--- src/rtl/gray_to_binary_serial.sv ---
// Serial Gray-to-binary converter: accepts an N-bit Gray word, then resolves
// one binary bit per cycle from the MSB down. The result is held until it is
// consumed. Uses a valid/ready handshake on both the input and output sides.
module gray_to_binary_serial #(
  parameter int unsigned N = 16
) (
  input  logic         clk,
  input  logic         rst_n,
  input  logic         in_valid,
  output logic         in_ready,
  input  logic [N-1:0] gray_in,
  output logic         out_valid,
  input  logic         out_ready,
  output logic [N-1:0] bin_out,
  output logic         busy
);

  localparam int unsigned IdxW = (N > 1) ? $clog2(N) : 1;
  localparam logic [IdxW-1:0] IdxTop = IdxW'(N - 1);

  typedef enum logic [1:0] {
    StIdle,
    StConv,
    StDone
  } state_e;

  state_e          state_q;
  logic [N-1:0]    gray_q;
  logic [IdxW-1:0] idx_q;
  // Previously resolved binary bit b[i+1]; zero before the MSB so b[N-1] = g[N-1].
  logic            prev_q;
  logic            cur_bit;

  // Bit resolved in the current CONV cycle.
  assign cur_bit = gray_q[idx_q] ^ prev_q;

  // Handshake and status flags decode directly from the state register.
  assign in_ready  = (state_q == StIdle);
  assign out_valid = (state_q == StDone);
  assign busy      = (state_q != StIdle);

  // Control FSM and datapath: capture, per-bit resolve, hold until consumed.
  always_ff @(posedge clk or negedge rst_n) begin
    if (!rst_n) begin
      state_q <= StIdle;
      gray_q  <= '0;
      bin_out <= '0;
      idx_q   <= IdxTop;
      prev_q  <= 1'b0;
    end else begin
      unique case (state_q)
        StIdle: begin
          if (in_valid) begin
            gray_q  <= gray_in;
            bin_out <= '0;
            idx_q   <= IdxTop;
            prev_q  <= 1'b0;
            state_q <= StConv;
          end
        end
        StConv: begin
          bin_out[idx_q] <= cur_bit;
          prev_q         <= cur_bit;
          // Stop at index 0 rather than letting the counter wrap.
          if (idx_q == '0) begin
            state_q <= StDone;
          end else begin
            idx_q <= idx_q - 1'b1;
          end
        end
        StDone: begin
          if (out_ready) begin
            state_q <= StIdle;
          end
        end
        default: state_q <= StIdle;
      endcase
    end
  end

endmodule

--- config.mk ---
export PLATFORM = sky130hd
export DESIGN_NAME = gray_to_binary_serial
export DESIGN_NICKNAME = d
export VERILOG_FILES = /design/src/rtl/gray_to_binary_serial.sv
export SDC_FILE = /design/constraint.sdc
export NUM_CORES = 1
export LEC_CHECK = 0
export CAP_MARGIN = 25
export CORE_MARGIN = 1.5
export CORE_UTILIZATION = 48
export CTS_BUF_LIST = sky130_fd_sc_hd__clkbuf_4 sky130_fd_sc_hd__clkbuf_8
export DETAILED_ROUTE_END_ITERATION = 12
export PLACE_DENSITY = 0.76
export SYNTH_ARGS = -nofsm -noshare
export SYNTH_HDL_FRONTEND = slang
export SYNTH_SLANG_ARGS = --single-unit
export TNS_END_PERCENT = 30
--- constraint.sdc ---
create_clock -name clk -period 2.2 [get_ports clk]
set_input_delay 0.44 -clock clk [delete_from_list [all_inputs] [get_ports clk]]
set_output_delay 0.44 -clock clk [all_outputs]
set_load 0.03 [all_outputs]
* After elaboration in Yosys (flattened, before gate mapping)
Cells that the tools add are included.
Word-level totals: word-level logic and storage cells 40, output and inout port bits 19, register bits 39
Cells by class: add/subtract/negate cells 1, bitwise operators 1, magnitude comparators 2, multiplexer cells 16, equal/unequal tests 6, reductions and logical operators 9
Operators by type and width (count):
- case mux 16 bit (2 select lines) | 1
- bitwise mux 16 bit | 1
- two-way mux 16 bit | 1
- two-way mux 4 bit | 2
- case mux 4 bit (2 select lines) | 1
- two-way mux 2 bit | 3
- inequality test 2 bit, second input constant | 3
- case mux 2 bit (3 select lines) | 1
- AND reduction 3 bit | 2
- < comparator 4 x 5 -> 1 bit, second input constant | 1
- binary-select mux 1 bit (select 4 bit) | 1
- demux 1 bit (select 4 bit) | 1
- >= comparator 4 x 1 -> 1 bit, second input constant | 1
- zero test 4 bit | 1
- AND reduction 2 bit | 2
- nonzero test 2 bit | 2
- subtractor 4 x 1 -> 4 bit, second input constant | 1
- two-way mux 1 bit | 3
- equality test 2 x 1 -> 1 bit, second input constant | 1
- equality test 2 bit, second input constant | 1
- zero test 2 bit | 1
- inequality test 2 x 1 -> 1 bit, second input constant | 1
- case mux 1 bit (2 select lines) | 1
- logical AND 1 bit | 1
- XOR 1 bit | 1

* Longest topological paths before layout
Gate-level depths: netlist (run 1).
word-level depth 6, mapped depth 7, depth with buffers taken out 6

* Least setup slack after synthesis (run 1)
OpenSTA, ideal clock, no wires.
path kind flip-flop to flip-flop, from reg state_q[1], to reg gray_q[10], setup time 0.125 ns, slack 0.300 ns, clock period less this slack 1.900 ns, data arrival time 1.775 ns, cell stages (with the launch flop) 6, data required time 2.075 ns, cell sequence dfrtp_1 > nor2_1 > and2_1 > buf_2 > buf_4 > mux2_2
On the way: longest elaborated chain between the ends 2
RTL lines:
- start, declared | RTL line 27 | state_e state_q;
- start signal, assigned | RTL line 45 | state_q <= StIdle;
- start signal, assigned | RTL line 58 | state_q <= StConv;
- start signal, assigned | RTL line 66 | state_q <= StDone;
- zero test 2 bit
- named net in_ready | RTL line 10 | output logic in_ready,
- AND reduction 2 bit (no source line)
- end signal, assigned | RTL line 54 | gray_q <= gray_in;
- end, declared | RTL line 28 | logic [N-1:0] gray_q;
The timed path passes the listed nets, and every way through them passes these cells. A chain may end at the register's enable or synchronous reset.

* Final worst setup path (run 1)
from reg state_q[1], to out in_ready
On the way: longest elaborated chain between the ends 1
RTL lines:
- zero test 2 bit | RTL line 38 | assign in_ready = (state_q == StIdle);
- end, declared | RTL line 10
No other way between the ends.

==> results of run 1 <==
==> Yosys cell counts, types with 2 or more instances <==
master and count:
sky130_fd_sc_hd__nand2_1 25, sky130_fd_sc_hd__nand3_1 18, sky130_fd_sc_hd__a21oi_1 4, sky130_fd_sc_hd__nor3_1 2, sky130_fd_sc_hd__o31ai_1 6, sky130_fd_sc_hd__o21ai_0 7
sky130_fd_sc_hd__buf_2 2, sky130_fd_sc_hd__and3_1 2, sky130_fd_sc_hd__nor2b_1 2, sky130_fd_sc_hd__ha_1 5, sky130_fd_sc_hd__inv_1 7, sky130_fd_sc_hd__nor2_1 5
sky130_fd_sc_hd__dfrtp_1 35, sky130_fd_sc_hd__mux2_2 16, sky130_fd_sc_hd__a22oi_1 2, sky130_fd_sc_hd__mux2i_1 11, sky130_fd_sc_hd__xor2_1 2, sky130_fd_sc_hd__dfstp_2 4
==> worst max-delay path, cell delays in order (launching register included) <==
cell and delay [ps]:
sky130_fd_sc_hd__dfrtp_1 400, sky130_fd_sc_hd__nor2_1 200, sky130_fd_sc_hd__clkdlybuf4s50_1 710
==> metrics by stage <==
step	instances	hold slack [ps]	power, µW	worst slack (ps)	cell area, µm²
floorplan	172	144.4	2495	299.9	1881
global placement	255	481.6	2943	268.1	2298
detailed placement	255	491.3	3028	178.6	2298
CTS	263	271.2	3569	140.2	2402
global route	263	306.9	3820	71.27	2402
finish	263	249.3	3536	164.8	2402
==> logic make-up after synthesis <==
group	after synthesis	share of synthesized area (%)
DFF	39	52.16
buffers and inverters	12	3.127
muxes	27	15.44
xor gates and xnor gates	4	2.263
adders and majority gates	5	3.327
AOI/OAI and AO/OA	25	8.916
and+or+nand+nor	60	14.77
==> sequential cells by signal, indices dropped and copies added, names as in the netlist <==
register,cells
prev_q,1
idx_q,4
state_q,2
bin_out,16
gray_q,16
==> area by class of cell <==
type,instances,area share [%]
sequential,39,40.83
multi-input combinational,121,35.00
timing repair buffer,40,16.25
clock buffer,8,4.323
tap,48,2.500
inverter,7,1.094
==> power breakdown <==
group | total [µW] | internal, µW | switching [µW]
Sequential | 1320 | 1050 | 269
Combinational | 1690 | 741 | 945
Clock | 530 | 298 | 232
Total | 3540 | 2090 | 1450
==> per-layer routing <==
layer  part of all wire (%)  wire length, µm
met5                      0                0
met4                    1.1               40
met3                    4.4              159
met2                     53             1936
met1                     41             1500
==> path summary, 6_finish.rpt <==
path / endpoint / slack [ps] / cells after the start
max: in_ready / 160 / 2
max reg2reg: bin_out[15] / 300 / 5
min reg2reg: bin_out[5] / 500 / 2
min: bin_out[1] / 250 / 1
max in group asynchronous: gray_q[2] / 1420 / 1
min in group clk: bin_out[5] / 500 / 2
==> results by group, run 1 <==
STA
  – Transition time at the pin with the least slew margin: about 830 ps
  – F_max: a little under 500 MHz
  – Relative slew slack: between 40% and 50%
  – Final sum of negative setup slack: 0 ps
  – Clock period minus final worst setup slack: 2035 ps
  – Clock skew: 5.619 ps
  – Tcrit/Tclk final: 92.51%
  – Final setup vio count: 0
  – RSZ-0062 raised after global routing: no
  – Number of hold-slack violations in the final timing report: 0
  – Pins Over Slew Limit: 0

Clock network
  – Maximum level of the CTS H-tree: 2
  – CTS buffer count: 5
  – CTS sink count: 39
  – Clock root buffer: sky130_fd_sc_hd__clkbuf_8
  – CTS Buffer Depth: 2
  – Post-CTS Hold Buffers: 0
  – TritonCTS clock tree: yes
  – PostCTS Resize Cnt: 0
  – Clock latency at the later pin of the worst-skew pair: between 200 and 300 ps
  – Clock slew at reported path FFs: about 70 ps
  – Postcts setup bufs: 0

Hold path
  – Path type of the worst min-delay path: input port to asynchronous set/reset pin

Yosys
  – Leading cell types by total area after synthesis: sky130_fd_sc_hd__dfrtp_1, sky130_fd_sc_hd__mux2_2, sky130_fd_sc_hd__mux2i_1, sky130_fd_sc_hd__dfstp_2, sky130_fd_sc_hd__nand2_1
  – Count of state elements after synthesis: 39
  – Cell count after synthesis: between 150 and 200
  – Cell Area, Synth: between 1500 and 2000 µm²
  – Portion of the post-synthesis area used by sequential elements: between 50% and 60%
  – Async set-or-reset flop fraction in the synthesized netlist: 100.0%
  – Total of warnings raised by yosys: 0
  – Cell type with the largest total area after synthesis: sky130_fd_sc_hd__dfrtp_1
  – Syn Nets: 197
  – Area share of the largest cell type after synthesis: 46.57%
  – Count of flip-flops with a built-in enable after synthesis: 0
  – Number of distinct library cells after synthesis: 35
  – Average cell area after synthesis: approximately 11 µm²
  – Dominant synthesized flop cell: sky130_fd_sc_hd__dfrtp_1

Outcome
  – Status: finished, final reports clean

Detailed routing
  – Router iterations before antenna repair: 4
  – Via-to-Cell Ratio: between 5 and 6
  – Mean routed wirelength per cell: roughly 14 µm
  – Post-route antenna net violation count: 0
  – DRC: 0
  – Routed wire length: around 3600 µm
  – Total via count after detailed routing: about 1,400
  – Violation count after the first detailed-routing iteration: 65

Finish
  – Net count of the finished layout: roughly 240
  – Layout-stage area growth over the synthesis result: 27.74%
  – Filler cell count: about 320
  – Reg area: between 900 and 1000 µm²
  – Most used cells in the layout excluding fill and tap cells: sky130_fd_sc_hd__clkdlybuf4s50_1, sky130_fd_sc_hd__dfrtp_1, sky130_fd_sc_hd__nand2_1, sky130_fd_sc_hd__nand3_1, sky130_fd_sc_hd__mux2_2
  – Final core occ: approximately 65%
  – Leading cell type in the layout, fill and taps excluded: sky130_fd_sc_hd__clkdlybuf4s50_1
  – Combined area of the multi-input logic cells: ~840 µm²
  – Number of diodes: 0
  – Layout cells sized above 1: 15.81%

Pwr
  – Power density over the cells: around 1500 nW/µm²
  – Maximum resistive drop on vdd: 0.0007327 V
  – Total leakage power: between 0.001 and 0.0015 µW

GRT
  – Vias in the first global route: 1,430
  – Layer carrying the most global-route usage: met2
  – Antenna violations before repair: 0
  – Wire length of the first global-routing pass: approximately 6300 µm
  – Pin count of the biggest net entering global routing: 40
  – GR Overflow Total: 0
  – Met3 capacity usage during global routing: between 5 and 6%
  – Fraction of met1 tracks used by global routing: between 20 and 25%
  – Tot GR Track Use: between 10% and 20%
  – Global Route met2 Usage: 34.57%

Die
  – Height of the die: approximately 66 µm
  – I/O pin count: 39
  – Std-Cell Rows: 22
  – Standard cell core area: around 3700 µm²
  – Die area: between 4000 and 5000 µm²
  – Starting density of the core: between 50% and 60%
  – Horiz. Die Dim: roughly 66 µm

Setup path
  – Worst path required time: around 1800 ps
  – Capturing element type of the critical path: output port
  – R2R Path Start: idx_q[1]
  – Setup crit start: state_q[1]
  – Class of the most critical setup path: register to output port
  – Worst EP arrival: roughly 1600 ps
  – Type of origin of the critical path: register
  – Largest fanout on the critical path: 4

Place
  – Port Buffers: 38
  – Post-detailed-placement half-perimeter wirelength: about 2800 µm
  – Placer Congestion: roughly 0.79

Job
  – Max-Cap Viols: 0
No activity file was read; power rests on OpenSTA's default activity.
==> inputs of run 2 (changes only) <==
- CELL_PAD_IN_SITES_DETAIL_PLACEMENT: unset -> 0
- CELL_PAD_IN_SITES_GLOBAL_PLACEMENT: unset -> 1
- CORE_UTILIZATION: 48 -> 41
- PLACE_DENSITY: 0.76 -> unset
- PLACE_DENSITY_LB_ADDON: unset -> 0.1
==> results by group, run 2 (same netlist as run 1, synthesis figures left out) <==
Outcome
  – Status: finished, final reports clean (unchanged)

Setup path
  – Crit path max-delay family: buffers and inverters (unchanged)
  – Worst EP arrival: 1590 ps (was 1600 ps)
  – Worst path bufs/invs: 1 (unchanged)
  – Largest fanout on the critical path: 4 (unchanged)
  – CP max stage cell: sky130_fd_sc_hd__clkdlybuf4s50_1 (unchanged)
  – Capturing element type of the critical path: output port (unchanged)
  – Maximum cell stage delay along the critical path: 710 ps (about the same)
  – CP cell instances: nor2_1, clkdlybuf4s50_1 (unchanged)
  – Class of the most critical setup path: register to output port (unchanged)
  – R2R Path Start: idx_q[1] (unchanged)
  – Type of origin of the critical path: register (unchanged)
  – Worst path required time: 1760 ps (about the same)
  – Setup crit start: state_q[1] (unchanged)

Clock network
  – Clock latency at the later pin of the worst-skew pair: 290 ps (about the same)
  – Postcts setup bufs: 0 (unchanged)
  – PostCTS Resize Cnt: 0 (unchanged)
  – CTS buffer count: 5 (unchanged)
  – CTS Buffer Depth: 2 (unchanged)
  – CTS sink count: 39 (unchanged)
  – Maximum level of the CTS H-tree: 2 (unchanged)
  – Clock root buffer: sky130_fd_sc_hd__clkbuf_8 (unchanged)
  – Clock slew at reported path FFs: 80 ps (was 70 ps)
  – TritonCTS clock tree: yes (unchanged)
  – Post-CTS Hold Buffers: 0 (unchanged)

Die
  – Std-Cell Rows: 24 (was 22)
  – I/O pin count: 39 (unchanged)
  – Die area: 5002 µm² (was 4302 µm²)
  – Standard cell core area: 4384 µm² (was 3716 µm²)
  – Height of the die: 70.73 µm (was 65.59 µm)
  – Horiz. Die Dim: 70.73 µm (was 65.59 µm)
  – Starting density of the core: 42.89% (was 50.61%)

STA
  – Final setup vio count: 0 (unchanged)
  – Number of hold-slack violations in the final timing report: 0 (unchanged)
  – Setup slack of the critical path after layout: 166.9 ps (was 164.8 ps)
  – Transition time at the pin with the least slew margin: 829.2 ps (was 833.3 ps)
  – Clock skew: 10.26 ps (was 5.619 ps)
  – Pins Over Slew Limit: 0 (unchanged)
  – Tcrit/Tclk final: 92.41% (was 92.51%)
  – Clock period minus final worst setup slack: 2033 ps (was 2035 ps)
  – Final sum of negative setup slack: 0 ps (unchanged)
  – F_max: 491.9 MHz (was 491.4 MHz)
  – Relative slew slack: 44.72% (was 44.44%)
  – RSZ-0062 raised after global routing: no (unchanged)

GRT
  – Tot GR Track Use: 16.68% (was 19.42%)
  – Pin count of the biggest net entering global routing: 40 (unchanged)
  – Vias in the first global route: 1,419 (was 1,430)
  – Antenna violations before repair: 0 (unchanged)
  – GR Overflow Total: 0 (unchanged)
  – Wire length of the first global-routing pass: 6568 µm (was 6265 µm)

Finish
  – Net count of the finished layout: 239 (unchanged)
  – Filler cell count: 398 (was 315)
  – Number of diodes: 0 (unchanged)
  – Final Cell Area: 2395 µm² (was 2402 µm²)
  – Combined area of the multi-input logic cells: 840.8 µm² (unchanged)
  – Leading cell type in the layout, fill and taps excluded: sky130_fd_sc_hd__clkdlybuf4s50_1 (unchanged)
  – Registers with the highest flip-flop counts: bin_out x16, gray_q x16, idx_q x4 (unchanged)
  – Layout cells sized above 1: 15.81% (unchanged)
  – Layout-stage area growth over the synthesis result: 27.35% (was 27.74%)
  – Reg area: 980.9 µm² (unchanged)
  – Most used cells in the layout excluding fill and tap cells: sky130_fd_sc_hd__clkdlybuf4s50_1, sky130_fd_sc_hd__dfrtp_1, sky130_fd_sc_hd__nand2_1, sky130_fd_sc_hd__nand3_1, sky130_fd_sc_hd__mux2_2 (unchanged)

Detailed routing
  – DRC: 0 (unchanged)
  – Violation count after the first detailed-routing iteration: 69 (was 65)
  – Post-route antenna net violation count: 0 (unchanged)
  – Routed wire length: 3814 µm (was 3636 µm)
  – Total via count after detailed routing: 1,375 (was 1,408)
  – Mean routed wirelength per cell: 14.28 µm (was 13.83 µm)
  – Router iterations before antenna repair: 4 (unchanged)
  – Via-to-Cell Ratio: 5.150 (was 5.354)

Pwr
  – Power density over the cells: 1464 nW/µm² (was 1472 nW/µm²)
  – Maximum resistive drop on vdd: 0.0006482 V (was 0.0007327 V)
  – Total leakage power: 0.001054 µW (was 0.001059 µW)

Place
  – Post-detailed-placement half-perimeter wirelength: 2792 µm (was 2779 µm)
  – Port Buffers: 38 (unchanged)
  – Total cell area at the placement stage: 2303 µm² (was 2298 µm²)
  – Placer Congestion: 0.7801 (was 0.7880)
  – Worst setup slack before clock tree synthesis: 203.2 ps (was 178.6 ps)

Hold path
  – Path type of the worst min-delay path: input port to asynchronous set/reset pin (unchanged)

Job
  – Max-Cap Viols: 0 (unchanged)
-- run 2: worst paths after layout --
path	endpoint	slack [ps]	cells after the start
worst max register to register	bin_out[15]	240	5
max in group asynchronous	gray_q[13]	1430	1
worst min register to register	bin_out[2]	500	2
min in group clk	bin_out[2]	500	2
worst max-delay path	in_ready	170	2
worst min-delay path	bin_out[12]	240	1
-- run 2: area by class of cell --
cell class	count	area share, %
Tap cell	52	2.717
Timing Repair Buffer	40	16.30
Inverter	7	1.097
Multi-Input combinational cell	121	35.11
Clock buffer	8	3.814
Sequential cell	39	40.96
-- run 2: stage by stage --
step	utilization (%)	std cells	hold slack [ps]	power (µW)
floorplan	-	172	144.4	2495
global placement	52.54	259	479.9	2980
detailed placement	52.54	259	488.0	3040
CTS	54.62	267	276.5	3545
global route	54.62	267	307.8	3808
finish	54.62	267	244.5	3505
-- run 2: metal layers --
metal / up-vias / routed length [µm] / global-route usage, % / part of all wire [%]
met2: 31 / 2035 / 28.45 / 53
met1: 656 / 1610 / 20.54 / 42
met5: - / 0 / 0 / 0
li1: 686 / - / - / -
met4: 0 / 17 / 4.403 / 0.45
met3: 2 / 152 / 5.271 / 4.0
-- run 2: where the power goes --
part | internal [µW] | switching (µW) | total [µW]
Combinational | 737 | 951 | 1690
Sequential | 1050 | 271 | 1320
Clock | 262 | 234 | 496
Total | 2050 | 1460 | 3510
==> inputs of run 3 (changes only) <==
- CORE_MARGIN: 1.5 -> unset
==> results by group, run 3 (same netlist as run 1, synthesis figures left out) <==
Detailed routing
  – DRC: 0 (unchanged)
  – Via-to-Cell Ratio: 5.232 (was 5.150)
  – Routed wire length: 3752 µm (was 3814 µm)
  – Total via count after detailed routing: 1,397 (was 1,375)
  – Violation count after the first detailed-routing iteration: 83 (was 69)
  – Mean routed wirelength per cell: 14.05 µm (was 14.28 µm)
  – Post-route antenna net violation count: 0 (unchanged)
  – Router iterations before antenna repair: 4 (unchanged)

Pwr
  – Combinational share of power: 48.6% (was 48.2%)
  – Power share of the sequential group: 37.6% (was 37.7%)
  – Total leakage power: 0.001053 µW (was 0.001054 µW)
  – Clock network fraction of total power: 13.8% (was 14.2%)
  – Net Sw Frac: 41.64% (was 41.52%)
  – Maximum resistive drop on vdd: 0.0005659 V (was 0.0006482 V)
  – Power density over the cells: 1460 nW/µm² (was 1464 nW/µm²)
  – Total Power: 3492 µW (was 3505 µW)
  – Internal power: 2038 µW (was 2050 µW)
  – Switching power total: 1454 µW (was 1455 µW)

Place
  – Cell count after placement: 259 (unchanged)
  – Post-detailed-placement half-perimeter wirelength: 2765 µm (was 2792 µm)
  – Port Buffers: 38 (unchanged)
  – Placer Congestion: 0.7516 (was 0.7801)

Setup path
  – Worst path required time: 1760 ps (about the same)
  – CP max stage cell: sky130_fd_sc_hd__clkdlybuf4s50_1 (unchanged)
  – Class of the most critical setup path: register to output port (unchanged)
  – Maximum cell stage delay along the critical path: 700 ps (was 710 ps)
  – Capturing element type of the critical path: output port (unchanged)
  – Type of origin of the critical path: register (unchanged)
  – CP cell instances: nor2_1, clkdlybuf4s50_1 (unchanged)
  – Largest fanout on the critical path: 4 (unchanged)
  – Worst EP arrival: 1590 ps (about the same)

Clock network
  – TritonCTS clock tree: yes (unchanged)
  – Post-CTS Hold Buffers: 0 (unchanged)
  – Clock slew at reported path FFs: 70 ps (was 80 ps)
  – CTS sink count: 39 (unchanged)
  – PostCTS Resize Cnt: 0 (unchanged)
  – Clock root buffer: sky130_fd_sc_hd__clkbuf_8 (unchanged)
  – Maximum level of the CTS H-tree: 2 (unchanged)
  – CTS buffer count: 5 (unchanged)
  – CTS Buffer Depth: 2 (unchanged)
  – Clock latency at the later pin of the worst-skew pair: 290 ps (about the same)
  – Postcts setup bufs: 0 (unchanged)

Die
  – Std-Cell Rows: 24 (unchanged)
  – Standard cell core area: 4384 µm² (unchanged)
  – Starting density of the core: 42.89% (unchanged)
  – Height of the die: 69.73 µm (was 70.73 µm)
  – Horiz. Die Dim: 69.73 µm (was 70.73 µm)
  – I/O pin count: 39 (unchanged)
  – Die area: 4862 µm² (was 5002 µm²)

GRT
  – Pin count of the biggest net entering global routing: 40 (unchanged)
  – Vias in the first global route: 1,426 (was 1,419)
  – Tot GR Track Use: 17.57% (was 16.68%)
  – GR Overflow Total: 0 (unchanged)
  – Antenna violations before repair: 0 (unchanged)
  – Wire length of the first global-routing pass: 6672 µm (was 6568 µm)

STA
  – Clock skew: 9.041 ps (was 10.26 ps)
  – Transition time at the pin with the least slew margin: 841.2 ps (was 829.2 ps)
  – Number of hold-slack violations in the final timing report: 0 (unchanged)
  – Pins Over Slew Limit: 0 (unchanged)
  – Minimum hold slack: 251.5 ps (was 244.5 ps)
  – Relative slew slack: 43.92% (was 44.72%)
  – F_max: 491.5 MHz (was 491.9 MHz)
  – Final sum of negative setup slack: 0 ps (unchanged)
  – Final setup vio count: 0 (unchanged)
  – Clock period minus final worst setup slack: 2035 ps (was 2033 ps)
  – RSZ-0062 raised after global routing: no (unchanged)
  – Tcrit/Tclk final: 92.48% (was 92.41%)

Finish
  – Number of diodes: 0 (unchanged)
  – Layout-stage area growth over the synthesis result: 27.21% (was 27.35%)
  – Net count of the finished layout: 239 (unchanged)
  – Registers with the highest flip-flop counts: bin_out x16, gray_q x16, idx_q x4 (unchanged)
  – Leading cell type in the layout, fill and taps excluded: sky130_fd_sc_hd__clkdlybuf4s50_1 (unchanged)
  – Most used cells in the layout excluding fill and tap cells: sky130_fd_sc_hd__clkdlybuf4s50_1, sky130_fd_sc_hd__dfrtp_1, sky130_fd_sc_hd__nand2_1, sky130_fd_sc_hd__nand3_1, sky130_fd_sc_hd__mux2_2 (unchanged)
  – Layout cells sized above 1: 15.81% (unchanged)
  – Final std cells w/o fill: 267 (unchanged)

Job
  – Max-Cap Viols: 0 (unchanged)

Hold path
  – Path type of the worst min-delay path: input port to asynchronous set/reset pin (unchanged)

Outcome
  – Status: finished, final reports clean (unchanged)
-- run 3: changes by cell type in the layout (fill, tap and decap cells not counted) --
cell / previous run / this run
sky130_fd_sc_hd__clkbuf_4: 3 / 2
sky130_fd_sc_hd__clkinv_2: 0 / 1
-- run 3: metal layers --
layer | GRT usage (%) | up-vias | wire (µm)
met1 | 21.51 | 670 | 1573
li1 | - | 688 | -
met3 | 5.087 | 6 | 174
met4 | 6.444 | 0 | 53
met2 | 29.45 | 33 | 1950
met5 | 0 | - | 0
-- run 3: path summary, 6_finish.rpt --
path / endpoint / cells after the start / start / slack [ps]
worst max-delay path: in_ready / 2 / state_q[1] / 170
worst min register to register: bin_out[2] / 2 / bin_out[2] / 500
max in group asynchronous: gray_q[12] / 1 / rst_n / 1410
worst max register to register: bin_out[15] / 5 / idx_q[1] / 250
worst min-delay path: bin_out[0] / 1 / rst_n / 250
min in group clk: bin_out[2] / 2 / bin_out[2] / 500
-- run 3: critical path, delay by kind of cell, from the launching register on --
family	cells	cell delay [ps]
buffers and inverters	1	700
flip-flops	1	400
AND/OR/NAND/NOR	1	200
-- run 3: final cells by class --
class | count | area, µm²
Sequential cell | 39 | 980.9
Clock inverter | 1 | 5.005
Clock buffer | 7 | 83.83
Fill cell | 390 | 1992
Timing Repair Buffer | 40 | 390.4
Multi-Input combinational cell | 121 | 840.8
Inverter | 7 | 26.28
Tap cell | 52 | 65.06
-- run 3: power groups by stage --
stage	Sequential, µW	Combinational, µW	Clock [µW]
2_1_floorplan	1400	1100	0
3_3_place_gp	1320	1660	0
3_5_place_dp	1330	1710	0
4_1_cts	1320	1720	499
5_1_grt	1370	1880	537
6_report	1310	1700	483
-- run 3: stage by stage --
step	area, µm²	setup slack, ps	utilization [%]
6_report	2392	165.4	54.57
3_5_place_dp	2303	184.8	52.54
2_1_floorplan	1881	299.9	-
3_3_place_gp	2303	217.9	52.54
5_1_grt	2392	68.73	54.57
4_1_cts	2392	152.9	54.57
